$ cat src/rtl/inverse_key_schedule.sv
// AES-128 key expansion for the decrypt path. One round is expanded per cycle into an
// 11-entry store, and the entries are then served from round 10 down to round 0.
module inverse_key_schedule #(
    parameter int DATA_W = 128,
    parameter int NR     = 10
) (
    input  logic              clk,
    input  logic              reset,
    input  logic              key_valid_in,
    input  logic [DATA_W-1:0] key_in,
    output logic              key_ready,
    output logic              keys_loaded,
    input  logic              rk_req,
    output logic [DATA_W-1:0] round_key,
    output logic              rk_valid,
    output logic [3:0]        rk_round,
    output logic              rk_last
);
    localparam logic [3:0] NR_L = 4'(NR);

    localparam logic [2047:0] SBOX = {
        128'h637c777bf26b6fc53001672bfed7ab76, 128'hca82c97dfa5947f0add4a2af9ca472c0,
        128'hb7fd9326363ff7cc34a5e5f171d83115, 128'h04c723c31896059a071280e2eb27b275,
        128'h09832c1a1b6e5aa0523bd6b329e32f84, 128'h53d100ed20fcb15b6acbbe394a4c58cf,
        128'hd0efaafb434d338545f9027f503c9fa8, 128'h51a3408f929d38f5bcb6da2110fff3d2,
        128'hcd0c13ec5f974417c4a77e3d645d1973, 128'h60814fdc222a908846eeb814de5e0bdb,
        128'he0323a0a4906245cc2d3ac629195e479, 128'he7c8376d8dd54ea96c56f4ea657aae08,
        128'hba78252e1ca6b4c6e8dd741f4bbd8b8a, 128'h703eb5664803f60e613557b986c11d9e,
        128'he1f8981169d98e949b1e87e9ce5528df, 128'h8ca1890dbfe6426841992d0fb054bb16
    };

    typedef enum logic [1:0] {IDLE, EXPAND, READY} state_t;
    state_t state_q, state_d;

    logic [DATA_W-1:0] rk_q [0:NR];
    logic [DATA_W-1:0] prev_q, next_key, round_key_q;
    logic [3:0]        cnt_q, ptr_q, rk_round_q;
    logic              rk_valid_q, rk_last_q;
    logic [7:0]        rcon;
    logic [31:0]       w0, w1, w2, w3, sub, n0, n1, n2, n3;
    logic              load_key, serve;

    // Table is stored byte 0x00 at the MSB end, hence the inverted index.
    function automatic logic [7:0] sbox(input logic [7:0] x);
        return SBOX[{~x, 3'b000} +: 8];
    endfunction

    always_comb begin
        case (cnt_q)
            4'd1:    rcon = 8'h01;
            4'd2:    rcon = 8'h02;
            4'd3:    rcon = 8'h04;
            4'd4:    rcon = 8'h08;
            4'd5:    rcon = 8'h10;
            4'd6:    rcon = 8'h20;
            4'd7:    rcon = 8'h40;
            4'd8:    rcon = 8'h80;
            4'd9:    rcon = 8'h1b;
            4'd10:   rcon = 8'h36;
            default: rcon = 8'h00;
        endcase
    end

    // prev_q always holds rk[cnt-1], so no read port on the store is needed to expand.
    always_comb begin
        {w0, w1, w2, w3} = prev_q;
        sub = {sbox(w3[23:16]), sbox(w3[15:8]), sbox(w3[7:0]), sbox(w3[31:24])};
        n0  = w0 ^ sub ^ {rcon, 24'h0};
        n1  = w1 ^ n0;
        n2  = w2 ^ n1;
        n3  = w3 ^ n2;
        next_key = {n0, n1, n2, n3};
    end

    assign load_key = key_valid_in && (state_q != EXPAND);
    assign serve    = rk_req && !key_valid_in && (state_q == READY);

    always_comb begin
        state_d = state_q;
        case (state_q)
            IDLE:    if (key_valid_in) state_d = EXPAND;
            EXPAND:  if (cnt_q == NR_L) state_d = READY;
            READY:   if (key_valid_in) state_d = EXPAND;
            default: state_d = IDLE;
        endcase
    end

    always_ff @(posedge clk) begin
        if (!reset) state_q <= IDLE;
        else        state_q <= state_d;
    end

    always_ff @(posedge clk) begin
        if (!reset) begin
            cnt_q       <= 4'd0;
            ptr_q       <= NR_L;
            prev_q      <= '0;
            round_key_q <= '0;
            rk_round_q  <= 4'd0;
            rk_valid_q  <= 1'b0;
            rk_last_q   <= 1'b0;
            for (int i = 0; i <= NR; i++) rk_q[i] <= '0;
        end else begin
            rk_valid_q <= 1'b0;
            rk_last_q  <= 1'b0;
            if (load_key) begin
                rk_q[0] <= key_in;
                prev_q  <= key_in;
                cnt_q   <= 4'd1;
                ptr_q   <= NR_L;
            end else if (state_q == EXPAND) begin
                rk_q[cnt_q] <= next_key;
                prev_q      <= next_key;
                if (cnt_q == NR_L) begin
                    cnt_q <= 4'd0;
                    ptr_q <= NR_L;
                end else begin
                    cnt_q <= cnt_q + 4'd1;
                end
            end else if (serve) begin
                round_key_q <= rk_q[ptr_q];
                rk_round_q  <= ptr_q;
                rk_valid_q  <= 1'b1;
                rk_last_q   <= (ptr_q == 4'd0);
                ptr_q       <= (ptr_q == 4'd0) ? NR_L : ptr_q - 4'd1;
            end
        end
    end

    assign key_ready   = (state_q != EXPAND);
    assign keys_loaded = (state_q == READY);
    assign round_key   = round_key_q;
    assign rk_valid    = rk_valid_q;
    assign rk_round    = rk_round_q;
    assign rk_last     = rk_last_q;
endmodule
$ cat config.mk
export PLATFORM = sky130hd
export DESIGN_NAME = inverse_key_schedule
export DESIGN_NICKNAME = d
export VERILOG_FILES = /design/src/rtl/inverse_key_schedule.sv
export SDC_FILE = /design/constraint.sdc
export NUM_CORES = 2
export LEC_CHECK = 0
export BUFFER_PORTS_ARGS = -buffer_cell sky130_fd_sc_hd__buf_2
export CAP_MARGIN = 20
export CORE_UTILIZATION = 52
export DETAILED_ROUTE_END_ITERATION = 6
export PLACE_DENSITY = 0.68
export SYNTH_ARGS = -nofsm -noshare
export SYNTH_HDL_FRONTEND = slang
export SYNTH_SLANG_ARGS = --single-unit
$ cat constraint.sdc
create_clock -name clk -period 27 [get_ports clk]
set_clock_uncertainty 0.1 [all_clocks]
set_input_delay 2.7 -clock clk [delete_from_list [all_inputs] [get_ports clk]]
set_output_delay 2.7 -clock clk [all_outputs]
set_load 0.1 [all_outputs]
==> results.json <==
{
  "yosys_warnings": 0,
  "drv_cap": 0,
  "dieWidth_um": 464,
  "synth_top_area_share_pct": 52.0,
  "drc": 46,
  "postCtsSetupRepairBufs": 0,
  "status": "complete, but fails checks",
  "fmax_mhz": 133,
  "cts_root_buffer": "clkbuf_16",
  "cts_inserted_buffers": 218,
  "synth_nets": 8846,
  "crit_top_cell": "buf_4",
  "gp_congestion": 0.954,
  "firstDrtPassIters": 7,
  "grt_max_degree": 121,
  "postSynthAreaPerCell_um2": 12.8,
  "grt_overflow": 0,
  "slew_headroom_pct": 6.58,
  "crit_chain": "buf_6 -> buf_4 -> buf_4 -> nand2_4 -> nor2_1 -> nor2_1 -> a21oi_1 -> nand3_4 -> nand2_4 -> buf_4 -> buf_4",
  "wl_per_cell_um": 33.0,
  "cts_sinks": 2320,
  "cp_num_buf_inv": 5,
  "synthCells": 8646,
  "clockBufferDepth": 3,
  "ys_seq_elements": 2320,
  "clk_pin_slew_ps": 60,
  "hold_path_class": "reg -> reg",
  "required_ps": 27430,
  "fp.dieH_um": 464,
  "synthArstFlopShare_pct": 0,
  "fin_crit_sh_pct": 27.9,
  "coreArea_um2": 212000,
  "htree_levels": 4,
  "row_count": 169,
  "crit_type": "in -> reg",
  "syn_area_um2": 111000,
  "drt_iter0_drc": 13100,
  "area_delta_synth_final_pct": 10.0,
  "layout-drive-gt1-share_pct": 19.5,
  "p_leak_nw": 42.5,
  "fin_crit_ps": 7540,
  "finalSetupTns_ps": 0,
  "cp-end-kind": "register",
  "grt_pass1_vias": 75100,
  "io_pins": 268,
  "yosys.area.top_type": "edfxtp_1",
  "finalSetupViolCount": 0,
  "cts_hold_buf": 0,
  "vdd_drop_max_mv": 0.120,
  "clk_latency_ps": 910,
  "yosys-top-cells-area": "edfxtp_1 52%, mux4_2 14%, dfxtp_1 7.2%",
  "vias": 79100,
  "yosysSeqAreaShare_pct": 59.2,
  "antenna_found_initial": 25,
  "worst_pin_slew_ps": 1400,
  "hold_viol_final": 0,
  "die_area_um2": 215000,
  "drt_wl_total_um": 381000,
  "failed_checks": "design-rule violations",
  "portBuffers": 267,
  "ant_nets": 0,
  "rsz0062_at_grt": "false",
  "cp_slowest_stage_delay_ps": 760,
  "via_per_inst": 6.83,
  "floorplan.initialDensity_pct": 52.3,
  "finalPower_w": 0.0119,
  "synth-main-ff-cell": "edfxtp_1",
  "grt_pass1_wl_um": 542000,
  "critPathTopFamily": "buffers and inverters",
  "nNetsFinal": 8743,
  "post_cts_resized": 0,
  "worstPathArrival_ps": 7970,
  "grt_use_total_pct": 34.9,
  "cp-start-kind": "input pin",
  "cp_slowest_cell": "buf_4",
  "cts_tree": "done",
  "synthTopCellsByCount": "1920 x edfxtp_1, 1463 x nor2_1, 692 x mux4_2",
  "synth_edf_count": 1920,
  "power_density_nw_per_um2": 97.6,
  "synth.distinct_cells": 109,
  "dp_hpwl_um": 235000,
  "crit_path_max_fanout": 54,
  "slew_violations": 0,
  "synthMostInstantiatedCell": "edfxtp_1"
}
==> stage by stage <==
step	setup WS (ps)	hold WS, ps	instance area [um^2]	util, %	cells
floorplan	10850	320	111000	-	8646
global placement	18520	333	114000	54.0	11100
detailed placement	18630	341	114000	54.0	11100
CTS	19550	352	122000	57.5	11600
global route	19340	369	122000	57.5	11600
finish	19460	351	122000	57.5	11600
==> routing by layer <==
layer / routed length [um] / global-route usage [%] / vias to the layer above
met4: 28600 / 22.4 / 14
met3: 44900 / 6.98 / 1112
met1: 136000 / 46.5 / 39800
met2: 172000 / 52.7 / 5910
li1: - / - / 32300
met5: 81 / 0 / -
==> cell families (layout without fill, tap and decap cells) <==
group	count (synthesis)	in the layout	synth area share, %
other	0	14	0
and+or+nand+nor	2788	2788	10.7
buffers and inverters	999	1092	3.70
DFF	2320	2320	59.2
adders and majority gates	68	68	0.767
AOI/OAI and AO/OA	1525	1525	9.24
xor gates and xnor gates	192	192	1.70
muxes	754	754	14.6
==> placed cells by master, fill, tap and decap left out, types with 30 or more instances in the layout <==
cell / synthesis / layout
clkbuf_16: 0 / 221
clkbuf_1: 555 / 58
nand2b_1: 99 / 99
mux4_2: 692 / 692
inv_1: 174 / 172
a22oi_1: 73 / 73
nand3_1: 123 / 121
or2_2: 30 / 30
xor2_1: 57 / 57
a21oi_1: 445 / 442
o21ai_0: 305 / 305
clkinv_1: 6 / 30
nor3_1: 106 / 105
edfxtp_1: 1920 / 1920
a221oi_1: 37 / 37
xnor2_1: 114 / 114
nor2b_1: 84 / 83
ha_1: 68 / 68
a311oi_1: 51 / 51
a211oi_1: 80 / 80
o211ai_1: 43 / 43
nor2_1: 1463 / 1453
mux2i_1: 38 / 38
buf_2: 132 / 266
nand2_1: 680 / 661
dfxtp_1: 400 / 382
o311ai_0: 41 / 41
a31oi_1: 77 / 77
or3_1: 34 / 34
clkinv_2: 0 / 34
and2_1: 36 / 36
buf_4: 29 / 216
==> path summary, 6_finish.rpt <==
kind,endpoint,cells after the start,from,slack (ps)
min,round_key[3],2,round_key[3],350
max,rk_q[0][109],11,reset,19460
max reg2reg,rk_q[13][32],13,prev_q[25],19900
min reg2reg,round_key[3],2,round_key[3],350
==> tightest hold or removal path: stages (launching register included) <==
cell and delay (ps):
dfxtp_1 300, nand2_1 50, a21oi_1 50
==> registers in the layout, indices dropped and copies added, names as in the netlist <==
name,flops
cnt_q,4
prev_q,128
ptr_q,4
rk_last,1
rk_q,2048
rk_round,4
rk_valid,1
round_key,128
state_q,2
==> cell type report <==
cell class              count  area (um^2)
fillers                 16600        90100
flip-flops and latches   2320        65700
multi-input cells        5327        41400
clock buffers             308         6150
well taps                2821         3530
repair buffers            492         3140
clock inverters           108         1310
inverters                 184          701
diodes                     14         35.0
==> power breakdown <==
part | total, W | internal [W] | switching [W]
sequential | 0.00430 | 0.00414 | 0.000161
combinational | 0.00442 | 0.00129 | 0.00313
clock | 0.00319 | 0.00181 | 0.00138
total | 0.0119 | 0.00723 | 0.00467
No activity file was read; power rests on OpenSTA's default activity.
